**src/rtl/display_ram_arbiter_if.sv**
```systemverilog
// Bus bundle between the display RAM arbiter, its requesters (video fetch, CPU) and the RAM.
// slave = arbiter side, master = requester/RAM side.
interface display_ram_arbiter_if #(
   parameter int ADDR_W = 13,
   parameter int DATA_W = 8
);
   logic              vid_req;
   logic [ADDR_W-1:0] vid_addr;
   logic [DATA_W-1:0] vid_data;
   logic              vid_valid;
   logic              cpu_req;
   logic              cpu_we;
   logic [ADDR_W-1:0] cpu_addr;
   logic [DATA_W-1:0] cpu_wdata;
   logic [DATA_W-1:0] cpu_rdata;
   logic              cpu_ack;
   logic              cpu_starve;
   logic [ADDR_W-1:0] ram_addr;
   logic              ram_we;
   logic [DATA_W-1:0] ram_wdata;
   logic [DATA_W-1:0] ram_rdata;

   modport slave (
      input  vid_req, vid_addr, cpu_req, cpu_we, cpu_addr, cpu_wdata, ram_rdata,
      output vid_data, vid_valid, cpu_rdata, cpu_ack, cpu_starve, ram_addr, ram_we, ram_wdata
   );

   modport master (
      output vid_req, vid_addr, cpu_req, cpu_we, cpu_addr, cpu_wdata, ram_rdata,
      input  vid_data, vid_valid, cpu_rdata, cpu_ack, cpu_starve, ram_addr, ram_we, ram_wdata
   );
endinterface

```
**src/rtl/display_ram_arbiter.sv**
```systemverilog
// Single-port display RAM arbiter: video fetch has strict priority with a fixed 2-edge
// read latency; the CPU gets every slot video leaves free, one access in flight at a time.
module display_ram_arbiter #(
   parameter int ADDR_W     = 13,
   parameter int DATA_W     = 8,
   parameter int STARVE_LIM = 64
) (
   input  logic                  clk_pixel,
   input  logic                  reset_n,
   display_ram_arbiter_if.slave  bus
);
   localparam logic [1:0] C_IDLE   = 2'd0;
   localparam logic [1:0] C_WAIT   = 2'd1;
   localparam logic [1:0] C_ISSUED = 2'd2;
   localparam logic [1:0] C_DATA   = 2'd3;

   // Tag bit 1 marks a CPU slot, so cpu_ack is simply tag2[1].
   localparam logic [1:0] T_NONE = 2'd0;
   localparam logic [1:0] T_VID  = 2'd1;
   localparam logic [1:0] T_CPUR = 2'd2;
   localparam logic [1:0] T_CPUW = 2'd3;

   localparam int              CNT_W = $clog2(STARVE_LIM + 1);
   localparam logic [CNT_W-1:0] LIM  = CNT_W'(STARVE_LIM);

   logic [1:0]        state_q, state_d;
   logic [1:0]        tag1_q, tag1_d, tag2_q;
   logic [ADDR_W-1:0] ram_addr_q, ram_addr_d;
   logic              ram_we_q, ram_we_d;
   logic [DATA_W-1:0] ram_wdata_q, ram_wdata_d;
   logic [DATA_W-1:0] vid_data_q, vid_data_d;
   logic              vid_valid_q, vid_valid_d;
   logic [DATA_W-1:0] cpu_rdata_q, cpu_rdata_d;
   logic              cpu_ack_q, cpu_ack_d;
   logic [CNT_W-1:0]  cnt_q, cnt_d;
   logic              starve_q, starve_d;
   logic              grant_cpu;

   always_comb begin
      grant_cpu   = !bus.vid_req && (state_q == C_WAIT);
      ram_addr_d  = ram_addr_q;
      ram_we_d    = 1'b0;
      ram_wdata_d = ram_wdata_q;
      tag1_d      = T_NONE;
      if (bus.vid_req) begin
         ram_addr_d = bus.vid_addr;
         tag1_d     = T_VID;
      end else if (grant_cpu) begin
         ram_addr_d  = bus.cpu_addr;
         ram_we_d    = bus.cpu_we;
         ram_wdata_d = bus.cpu_wdata;
         tag1_d      = bus.cpu_we ? T_CPUW : T_CPUR;
      end

      vid_valid_d = (tag2_q == T_VID);
      vid_data_d  = vid_valid_d ? bus.ram_rdata : vid_data_q;
      cpu_ack_d   = tag2_q[1];
      cpu_rdata_d = (tag2_q == T_CPUR) ? bus.ram_rdata : cpu_rdata_q;

      state_d = state_q;
      case (state_q)
         // cpu_ack_q high means the requester has not yet seen the ack; its cpu_req is stale.
         C_IDLE:   if (bus.cpu_req && !cpu_ack_q) state_d = C_WAIT;
         C_WAIT:   if (grant_cpu) state_d = C_ISSUED;
         C_ISSUED: state_d = C_DATA;
         C_DATA:   state_d = C_IDLE;
         default:  state_d = C_IDLE;
      endcase

      cnt_d = cnt_q;
      if (state_q == C_WAIT && bus.vid_req) begin
         if (cnt_q != LIM) cnt_d = cnt_q + 1'b1;
      end else if (grant_cpu) begin
         cnt_d = '0;
      end
      starve_d = starve_q | (cnt_d == LIM);
   end

   always_ff @(posedge clk_pixel or negedge reset_n) begin
      if (!reset_n) begin
         state_q     <= C_IDLE;
         tag1_q      <= T_NONE;
         tag2_q      <= T_NONE;
         ram_addr_q  <= '0;
         ram_we_q    <= 1'b0;
         ram_wdata_q <= '0;
         vid_data_q  <= '0;
         vid_valid_q <= 1'b0;
         cpu_rdata_q <= '0;
         cpu_ack_q   <= 1'b0;
         cnt_q       <= '0;
         starve_q    <= 1'b0;
      end else begin
         state_q     <= state_d;
         tag1_q      <= tag1_d;
         tag2_q      <= tag1_q;
         ram_addr_q  <= ram_addr_d;
         ram_we_q    <= ram_we_d;
         ram_wdata_q <= ram_wdata_d;
         vid_data_q  <= vid_data_d;
         vid_valid_q <= vid_valid_d;
         cpu_rdata_q <= cpu_rdata_d;
         cpu_ack_q   <= cpu_ack_d;
         cnt_q       <= cnt_d;
         starve_q    <= starve_d;
      end
   end

   assign bus.ram_addr   = ram_addr_q;
   assign bus.ram_we     = ram_we_q;
   assign bus.ram_wdata  = ram_wdata_q;
   assign bus.vid_data   = vid_data_q;
   assign bus.vid_valid  = vid_valid_q;
   assign bus.cpu_rdata  = cpu_rdata_q;
   assign bus.cpu_ack    = cpu_ack_q;
   assign bus.cpu_starve = starve_q;
endmodule

```
**src/flat_wrapper.sv**
```systemverilog
// flat-port wrapper written by rule: the top's interface ports become plain ports
module display_ram_arbiter_flat 
#(
   parameter int ADDR_W     = 13,
   parameter int DATA_W     = 8,
   parameter int STARVE_LIM = 64
)
  (clk_pixel, reset_n, bus_vid_req, bus_vid_addr, bus_cpu_req, bus_cpu_we, bus_cpu_addr, bus_cpu_wdata, bus_ram_rdata, bus_vid_data, bus_vid_valid, bus_cpu_rdata, bus_cpu_ack, bus_cpu_starve, bus_ram_addr, bus_ram_we, bus_ram_wdata);
  display_ram_arbiter_if #(.ADDR_W(ADDR_W), .DATA_W(DATA_W)) bus_i ();
  input  logic clk_pixel;
  input  logic reset_n;
  input wire logic [$bits(bus_i.vid_req)-1:0] bus_vid_req;
  input wire logic [$bits(bus_i.vid_addr)-1:0] bus_vid_addr;
  input wire logic [$bits(bus_i.cpu_req)-1:0] bus_cpu_req;
  input wire logic [$bits(bus_i.cpu_we)-1:0] bus_cpu_we;
  input wire logic [$bits(bus_i.cpu_addr)-1:0] bus_cpu_addr;
  input wire logic [$bits(bus_i.cpu_wdata)-1:0] bus_cpu_wdata;
  input wire logic [$bits(bus_i.ram_rdata)-1:0] bus_ram_rdata;
  output wire logic [$bits(bus_i.vid_data)-1:0] bus_vid_data;
  output wire logic [$bits(bus_i.vid_valid)-1:0] bus_vid_valid;
  output wire logic [$bits(bus_i.cpu_rdata)-1:0] bus_cpu_rdata;
  output wire logic [$bits(bus_i.cpu_ack)-1:0] bus_cpu_ack;
  output wire logic [$bits(bus_i.cpu_starve)-1:0] bus_cpu_starve;
  output wire logic [$bits(bus_i.ram_addr)-1:0] bus_ram_addr;
  output wire logic [$bits(bus_i.ram_we)-1:0] bus_ram_we;
  output wire logic [$bits(bus_i.ram_wdata)-1:0] bus_ram_wdata;
  assign bus_i.vid_req = bus_vid_req;
  assign bus_i.vid_addr = bus_vid_addr;
  assign bus_i.cpu_req = bus_cpu_req;
  assign bus_i.cpu_we = bus_cpu_we;
  assign bus_i.cpu_addr = bus_cpu_addr;
  assign bus_i.cpu_wdata = bus_cpu_wdata;
  assign bus_i.ram_rdata = bus_ram_rdata;
  assign bus_vid_data = bus_i.vid_data;
  assign bus_vid_valid = bus_i.vid_valid;
  assign bus_cpu_rdata = bus_i.cpu_rdata;
  assign bus_cpu_ack = bus_i.cpu_ack;
  assign bus_cpu_starve = bus_i.cpu_starve;
  assign bus_ram_addr = bus_i.ram_addr;
  assign bus_ram_we = bus_i.ram_we;
  assign bus_ram_wdata = bus_i.ram_wdata;
  display_ram_arbiter #(.ADDR_W(ADDR_W), .DATA_W(DATA_W), .STARVE_LIM(STARVE_LIM)) u_core (.clk_pixel(clk_pixel), .reset_n(reset_n), .bus(bus_i));
endmodule
```
**config.mk**
```make
export PLATFORM = sky130hd
export DESIGN_NAME = display_ram_arbiter_flat
export DESIGN_NICKNAME = d
export VERILOG_FILES = /design/src/rtl/display_ram_arbiter_if.sv /design/src/rtl/display_ram_arbiter.sv /design/src/flat_wrapper.sv
export SDC_FILE = /design/constraint.sdc
export NUM_CORES = 1
export LEC_CHECK = 0
export BUFFER_PORTS_ARGS = -buffer_cell sky130_fd_sc_hd__buf_2
export CAP_MARGIN = 0
export CORE_ASPECT_RATIO = 1.5
export CORE_MARGIN = 4
export CORE_UTILIZATION = 49
export CTS_BUF_LIST = sky130_fd_sc_hd__clkbuf_8 sky130_fd_sc_hd__clkbuf_16
export DETAILED_ROUTE_END_ITERATION = 16
export PLACE_DENSITY_LB_ADDON = 0.15
export SETUP_SLACK_MARGIN = 0.5
export SLEW_MARGIN = 20
export SYNTH_ARGS = -nofsm -noshare
export SYNTH_HDL_FRONTEND = slang
export SYNTH_SLANG_ARGS = --single-unit
export TNS_END_PERCENT = 10
```
**constraint.sdc**
```tcl
create_clock -name clk_pixel -period 2 [get_ports clk_pixel]
set_input_delay 0.1 -clock clk_pixel [delete_from_list [all_inputs] [get_ports clk_pixel]]
set_output_delay 0.1 -clock clk_pixel [all_outputs]
set_load 0.02 [all_outputs]
```
# Yosys cells after proc, flatten, opt, wreduce, memory -nomap -nowiden
# Index checks and enable logic that the tools add are counted.
# word_totals
reg_bits,54
input_bits,47
out_inout_bits,41
# classes
add_sub_neg,1
eq_ne,9
mux,13
n_bitwise,2
reduce_logical,9
# op_table
cell,n
13-bit 2-to-1 mux,2
7-bit 2-to-1 mux,3
2-bit 2-to-1 mux,4
2-bit one-hot mux with 4 select lines,1
"7-bit by 1-bit adder with 7-bit output, second input constant",1
"7-bit == test, second input constant",1
"7-bit inequality test, second input constant",1
"2-bit == test, second input constant",3
"2-bit by 1-bit == test with 1-bit output, second input constant",2
"2-bit by 1-bit inequality test with 1-bit output, second input constant",2
2-bit AND reduction,2
1-bit logical AND,3
1-bit 2-to-1 mux,3
1-bit logical NOT,2
2-bit logical NOT,1
2-bit nonzero test,1
1-bit NOT,1
1-bit bitwise OR,1

# Logic depth before layout (Yosys ltp)
# Gate-level depths: netlist of the first run.
# depth
ltp_word,6
mapped_depth,8
depth_no_buf,6

# Worst setup path after synthesis of the first run
# No wires, ideal clock.
# synth_timing
path_kind,reg2reg
start,register u_core.cnt_q[0]
end,"register u_core.starve_q, in the netlist u_core.bus.cpu_starve"
t_arrival_ps,1521
setup_slack_ps,376
stages_incl_launch_ff,7
n_path_buf,0
synth_period_minus_slack_ps,1624
path_cell_list,dfrtp_1 > inv_2 > ha_1 > nor4bb_4 > a2111oi_2 > a311oi_1 > o41ai_2
# synth_between
elab_chain_len,5
elab_cells_between_ends,7
# synth_lines
element,line,text
"start, declared",display_ram_arbiter.sv:35,"logic [CNT_W-1:0] cnt_q, cnt_d;"
"start signal, assigned",display_ram_arbiter.sv:104,cnt_q <= cnt_d;
7-bit by 1-bit adder with 7-bit output / 7-bit inequality test (equally long branches),display_ram_arbiter.sv:72,if (cnt_q != LIM) cnt_d = cnt_q + 1'b1;
7-bit 2-to-1 mux,display_ram_arbiter.sv:72,
7-bit 2-to-1 mux *,display_ram_arbiter.sv:71,if (state_q == C_WAIT && bus.vid_req) begin
7-bit == test *,display_ram_arbiter.sv:76,starve_d = starve_q | (cnt_d == LIM);
1-bit bitwise OR *,display_ram_arbiter.sv:76,
named net u_core.starve_d,display_ram_arbiter.sv:36,"logic starve_q, starve_d;"
"end signal, assigned",display_ram_arbiter.sv:105,starve_q <= starve_d;
"end, declared",display_ram_arbiter.sv:36,
# Mark *: on every way through the listed nets, which the timed path passes. The rest lies on a longest branch.
# A chain may end at the register's enable or synchronous reset.

# Worst setup path after layout of the first run
# layout_timing
start,register u_core.cnt_q[1]
end,"register u_core.starve_q, in the netlist u_core.bus.cpu_starve"
# The elaborated chain is that of the path after synthesis.

==> results of run 1 <==
-- per-layer routing --
metal | wire length [µm] | part of all wire [%] | GRT usage [%] | vias to the layer above
met5 | 0 | 0 | 0 | -
met4 | 89 | 1.6 | 6.23 | 0
met3 | 362 | 6.5 | 4.19 | 9
met2 | 2920 | 53 | 31.7 | 78
met1 | 2150 | 39 | 21.6 | 896
li1 | - | - | - | 906
-- power groups by stage --
stage	clock network (W)	logic (W)	registers [W]
final	0.000750	0.00193	0.00171
after floorplan	0	0.000970	0.00201
after CTS	0.000769	0.00185	0.00171
after global placement	0	0.00173	0.00172
after global routing	0.000810	0.00209	0.00177
after detailed placement	0	0.00177	0.00173
-- cells by family (layout without fill, tap and decap cells) --
kind of cell               after synthesis  count (layout)
buffers and inverters                   21             125
and+or+nand+nor                         41              41
DFF                                     54              54
xor gates and xnor gates                 1               1
adders and majority gates                6               6
AOI/OAI and AO/OA                       38              38
muxes                                   39              39
-- state kept, by name, indices dropped and copies added, names as in the netlist, 2 cells and up --
| register | flops |
|---|---|
| u_core.state_q | 2 |
| u_core.bus.vid_data | 8 |
| u_core.bus.ram_addr | 13 |
| u_core.tag1_q | 2 |
| u_core.bus.cpu_rdata | 8 |
| u_core.tag2_q | 2 |
| u_core.cnt_q | 7 |
| u_core.bus.ram_wdata | 8 |
-- repair_timing --
action | 4_1_cts | 5_1_grt
hold endpoints to repair | 47 | 0
pin swaps | 1 | 3
hold buffers | 13 | 0
setup endpoints to repair | 10 | 13
resized for setup | 5 | 5
buffers inserted | 3 | 1
gates cloned | 0 | 0
-- area by class of cell --
cell class	instances	area, µm²	area share [%]
multi-input cells	125	1030	31.8
clock inverters	3	47.5	1.47
well taps	66	82.6	2.55
inverters	9	33.8	1.04
repair buffers	108	629	19.4
clock buffers	5	68.8	2.12
flip-flops and latches	54	1350	41.7
-- layout by cell type (no fill, tap or decap), types with 2 or more instances in the layout --
master,count
ha_4,2
mux2_1,2
inv_2,4
buf_2,87
inv_1,5
mux2i_1,13
dlygate4sd3_1,13
dfrtp_1,54
a21oi_1,3
o21ai_0,14
o31ai_1,2
mux2_2,24
o2bb2ai_1,2
nor3_1,2
nand2_1,23
buf_4,7
ha_1,3
o21ai_1,6
nand2b_1,3
clkbuf_8,5
nand3_1,2
-- stage by stage --
stage / hold WS [ns] / util, % / std cells
2_1_floorplan: -0.196 / - / 200
3_3_place_gp: 0.226 / 60.6 / 345
3_5_place_dp: 0.226 / 60.6 / 345
4_1_cts: 0.00295 / 66.6 / 369
5_1_grt: 0.00760 / 67.5 / 370
6_report: 0.0109 / 67.5 / 370
-- tightest hold or removal path: cells and delay by family --
kind,cells,cell delay (ns)
AO/OA/AOI/OAI,1,0.06
buffers and inverters,1,0.08
AND/OR/NAND/NOR,1,0.04
-- final timing paths --
kind,start,endpoint,cells past startpoint
min in group asynchronous,reset_n,u_core.bus.vid_data[2],2
max in group asynchronous,reset_n,u_core.bus.ram_addr[1],3
worst min register to register,u_core.tag1_q[1],u_core.tag2_q[1],0
worst min-delay path,bus_vid_addr[2],u_core.bus.ram_addr[2],3
worst max register to register,u_core.cnt_q[1],u_core.bus.cpu_starve,6
worst max-delay path,u_core.cnt_q[1],u_core.bus.cpu_starve,6
==> summary.md, run 1 <==
| Metric | Value |
|---|---|
| Min-Delay Path Class | in2reg |
| Critical Path Sink Type | flop |
| Post-synthesis cell count | 200 |
| Post-Syn Nets | around 250 |
| DP Area | 2910 µm² |
| Hpwl dp | 3910 µm |
| Routed wire length | approximately 5500 µm |
| Ys async rst share | between 90% and 100% |
| Top_reg_cell synth | dfrtp_1 |
| Vias in the first global route | ~1800 |
| Maximum VDD drop | about 680 µV |
| FF+latch count, synth | 54 |
| Clk Latency, worst-skew pair | about 0.31 ns |
| Final setup margin | about 0.35 ns |
| Sequential area share after synthesis | about 56% |
| Flop pwr share | approximately 39% |
| Crit Path Max Fanout | 4 |
| Inserted Diodes | 0 |
| Fmax | between 0.6 and 0.7 GHz |
| Minimum clock period | around 1.6 ns |
| Post-synthesis mux area share | about 17% |
| Maximum Capacitance Violations | 0 |
| Worst-case clock buffer depth | 2 |
| Crit start category | flop |
| DRT Pass-1 Iters | 4 |
| Distinct cells, synth | between 40 and 50 |
| Clock Root Buffer | clkbuf_8 |
| Synth area leader | dfrtp_1 |
| Fin area | 3240 µm² |
| Worst-margin pin slew | slightly below 0.8 ns |
| Top-area cell type share of the netlist area | approximately 56% |
| Switch share | 38.8% |
| CP bufs+invs | 1 |
| Synth area leaders | dfrtp_1 56%, mux2_2 11%, mux2i_1 5.4% |
| Main combinational cell family by area after synthesis | multiplexers |
| Xor and xnor area share after synthesis | less than 1% |
| Area fraction in compound gates after synthesis | about a tenth |
| Status | finished, final reports clean |
| Post-synth EDFFs | 0 |
| Max incr delay on CP | 0.44 ns |
| Netlist Area Pre-Place | between 2000 and 2500 µm² |
| WL/cell | 14.9 µm |
| Most frequent cell after synthesis | dfrtp_1 |
| CTS tree | yes |
| Psw | 0.00170 W |
| Hold Violations, Final | 0 |
| Buffers on Ports | 87 |
| Die Y | around 94 µm |
| Synthesized area per cell | ~12 µm² |
| GR Overflow Total | 0 |
| Critical Path RT | roughly 2.2 ns |
| Initial antenna violation count | 0 |
| Area Growth Syn to Fin | 33.7% |
| Core Rows | 31 |
| Die ar. | 6170 µm² |
| GRT Resource Usage Total | 18.2% |
| Core area | ~4800 µm² |
| Final setup fails | 0 |
| Io pins | ~90 |
| Ys Warns | 0 |
| Clk pin slew, worst setup/hold paths | 0.10 ns |
| Layout cells sized above 1 | roughly 46% |
| Ordered cell list for the critical path | inv_2 -> ha_4 -> nor4bb_4 -> a2111oi_4 -> a311oi_2 -> o41ai_2 |
| Fin Clk Skew | around 0.0057 ns |
| Post-Synth Adder-Cell Area | 3.09% |
| Leak pwr | about 1.5 nW |
| ANT nets after route | 0 |
| WP data arrival | 1.86 ns |
| Clock Sinks | between 50 and 60 |
| Fillers | 399 |
| Pins Over Slew Limit | 0 |
| Largest net degree at the start of global routing | 38 |
| Simple-Gate Fraction of Synth Area | 9.18% |
| Clk pwr share | ~17% |
| Drt first-iter violations | 70 |
| CP Class | reg2reg |
| Comb pwr share | ~44% |
| DR vias/cell | 5.11 |
| Final GP Congestion | a little under 0.8 |
| DRC Markers | 0 |
| Commonest cells in the netlist | 54 x dfrtp_1, 24 x mux2_2, 23 x nand2_1 |
| Slew HR | about half |
| PD cells | 1350 nW/µm² |
| Top Family by Delay on Critical Path | compound AO/OA/AOI/OAI gates |
| RSZ-0062 raised after global routing | true |
| Int Pwr | 0.00269 W |
| Final Power | about 0.0044 W |
| CTS HTree Levels | 2 |
| Routed via count | 1889 |
| First-pass GRT wire length | around 8500 µm |
| Initial Util | around half |
| Num CTS Buffers | 5 |
| CP max-delay cell | dfrtp_1 |
| Setup slack, reg-to-reg | about 0.35 ns |
| Nets@finish | 356 |
| Period Utilization, post-route | 82.3% |
| Setup tns final | 0 ns |
| Die width | between 60 and 70 µm |
| Pre-CTS setup slack | ~0.31 ns |
Power figures use the tool's default switching activity.
==> run 2: changes to the inputs <==
Clock period 2 ns to 1.7 ns, I/O delays scaled along.
==> run 2 against run 1 <==
Sequential cell count unchanged. Combinational power up 26%. Die area unchanged. Routed wire length up 6.1%. Critical path type unchanged. Critical endpoint is now u_core.tag1_q[0]. Hold slack worse by 0.0049 ns.
==> summary.md, run 2 (synthesis results as in run 1) <==
| Metric | Value |
|---|---|
| Slew HR | 69.3% (+21 points) |
| Buffers on Ports | 87 (unchanged) |
| Pre-CTS setup slack | 0.100 ns (-0.210 ns) |
| Worst-case clock buffer depth | 2 (unchanged) |
| Maximum Capacitance Violations | 0 (unchanged) |
| Vias in the first global route | 2054 (+12%) |
| GR Overflow Total | 0 (unchanged) |
| Fin Clk Skew | 0.00415 ns (-0.00150 ns) |
| Critical Path RT | 1.90 ns (-0.32 ns) |
| Routed via count | 2013 (+6.6%) |
| Die width | 65.5 µm (unchanged) |
| Layout cells sized above 1 | 45.8% (-0.56 points) |
| Clk pin slew, worst setup/hold paths | 0.10 ns (about the same) |
| Clock Root Buffer | clkbuf_8 |
| CP dominant cell by count | buf_4 |
| GRT Resource Usage Total | 19.3% (+1.2 points) |
| Worst-margin pin slew | 0.461 ns (-0.317 ns) |
| Hold_ws | 0.00601 ns (-0.00491 ns) |
| CTS HTree Levels | 2 (unchanged) |
| CP max-delay cell | dfrtp_1 |
| Worst r2r dst | u_core.tag1_q[0] |
| Min-Delay Path Class | in2reg |
| WL/cell | 15.1 µm (+0.91%) |
| DRC Markers | 0 (unchanged) |
| Final setup fails | 0 (unchanged) |
| Die ar. | 6170 µm² (unchanged) |
| Max FFs per register | 13 (unchanged) |
| Status | finished, final reports clean |
| DRT Pass-1 Iters | 4 (unchanged) |
| Most frequent cells in the layout | 87 x buf_2, 54 x dfrtp_1, 24 x mux2_2 |
| Inserted Diodes | 0 (unchanged) |
| Crit Path Max Fanout | 6 (+2) |
| Max incr delay on CP | 0.43 ns (about the same) |
| Placed cells | 345 (unchanged) |
| Largest net degree at the start of global routing | 37 (-2.6%) |
| Final setup margin | 0.0700 ns (-0.283 ns) |
| Post-layout util | 70.6% (+3.1 points) |
| Switch share | 39.8% (+1.0 points) |
| Die Y | 94.2 µm (unchanged) |
| WP data arrival | 1.83 ns (-0.03 ns) |
| ANT nets after route | 0 (unchanged) |
| Pins Over Slew Limit | 0 (unchanged) |
| Initial antenna violation count | 0 (unchanged) |
| Io pins | 88 (unchanged) |
| Flop pwr share | 38.8% (-0.2 points) |
| Nets@finish | 375 (+5.3%) |
| Clk Latency, worst-skew pair | 0.31 ns (about the same) |
| Crit start category | flop |
| Num CTS Buffers | 5 (unchanged) |
| Hpwl dp | 4020 µm (+3.0%) |
| Routed wire length | 5870 µm (+6.1%) |
| Period Utilization, post-route | 95.9% (+14 points) |
| Core Rows | 31 (unchanged) |
| Reg2reg start | u_core.state_q[0] |
| End point of the critical path | u_core.tag1_q[0] |
| Clock Sinks | 54 (unchanged) |
| Int Pwr | 0.00313 W (+16%) |
| Leading cell type in the layout, fill and taps excluded | buf_2 |
| CTS tree | yes |
| Leak pwr | 1.60 nW (+4.8%) |
| Clk pwr share | 14.2% (-2.9 points) |
| Comb pwr share | 47.0% (+3.1 points) |
| Minimum clock period | 1.63 ns (-0.0166 ns) |
| Drt first-iter violations | 74 (+5.7%) |
| Final GP Congestion | 0.966 (+22%) |
| Ordered cell list for the critical path | ha_4 -> clkbuf_2 -> buf_4 -> buf_4 -> and3_1 -> or2_2 |
| RSZ-0062 raised after global routing | true |
| Fin cells | 389 (+5.1%) |
| DR vias/cell | 5.17 (+1.4%) |
| Initial Util | 50.5% (unchanged) |
| Psw | 0.00207 W (+22%) |
| PD cells | 1530 nW/µm² (+13%) |
| Maximum VDD drop | 714 µV (+5.3%) |
| Register-to-Register Path Depth | 6 (unchanged) |
| CP Class | reg2reg |
| Setup slack, reg-to-reg | 0.07 ns (-0.28 ns) |
| Worst Setup SP | u_core.state_q[0] |
| First-pass GRT wire length | 9180 µm (+7.9%) |
| Min-delay src | bus_ram_rdata[4] |
| Area Growth Syn to Fin | 39.8% |
| Core area | 4810 µm² (unchanged) |
| Critical Path Sink Type | flop |
| Fmax | 0.613 GHz (+1.0%) |
| Hold Violations, Final | 0 (unchanged) |
-- run 2: cell types whose count changed in the layout (fill, tap and decap cells not counted), sizes merged --
cell / change
clkbuf: +1
clkinv: -1
clkinvlp: +2
buf: +8
bufinv: -1
dlygate4sd3: +10
-- run 2: power by group through the flow --
stage / Combinational, W / Sequential (W) / Clock (W)
after floorplan: 0.00119 / 0.00237 / 0
after global placement: 0.00208 / 0.00203 / 0
after detailed placement: 0.00212 / 0.00204 / 0
after CTS: 0.00225 / 0.00201 / 0.000753
after global routing: 0.00263 / 0.00207 / 0.000801
final: 0.00244 / 0.00202 / 0.000737
-- run 2: what timing repair did --
| item | CTS | global route |
|---|---|---|
| gates resized for setup | 2 | 3 |
| setup endpoints to repair | 49 | 49 |
| hold buffers | 23 | 0 |
| buffers inserted | 3 | 10 |
| pin swaps | 1 | 1 |
| hold endpoints to repair | 40 | 0 |
-- run 2: area by class of cell --
cell class              instances  area, µm²
clock buffers                   5       68.8
multi-input cells             125       1020
flip-flops and latches         54       1350
repair buffers                127        816
fillers                       383       1420
clock inverters                 3       23.8
well taps                      66       82.6
inverters                       9       36.3
-- run 2: routing by layer --
metal | vias to the layer above | wire length (µm) | global-route usage, %
li1 | 941 | - | -
met1 | 973 | 2140 | 20.8
met2 | 85 | 3180 | 35.7
met3 | 14 | 368 | 4.07
met4 | 0 | 172 | 8.13
met5 | - | 0 | 0
-- run 2: worst min-delay path by stage --
stage	end	slack, ns	cells past startpoint
floorplan	u_core.bus.cpu_ack	-0.21	0
finish	u_core.bus.cpu_rdata[4]	0.006	2
detailed placement	u_core.bus.cpu_ack	0.07	1
CTS	u_core.bus.cpu_rdata[0]	0.005	2
global route	u_core.bus.vid_data[2]	0.003	2
global placement	u_core.bus.cpu_rdata[5]	0.06	1
-- run 2: metrics by stage --
stage	total power [W]	setup TNS [ns]	cell area [µm²]
5_1_grt	0.00551	-0.00857	3390
2_1_floorplan	0.00356	0	2460
3_3_place_gp	0.00410	0	2940
4_1_cts	0.00501	0	3300
6_report	0.00520	0	3390
3_5_place_dp	0.00416	0	2940
-- run 2: worst max-delay path: cells and delay by family (launching register included) --
family | cells | cell delay, ns
AND/OR/NAND/NOR | 2 | 0.44
buffers and inverters | 3 | 0.45
adder cells (fa/ha/maj) | 1 | 0.21
flip-flops | 1 | 0.43
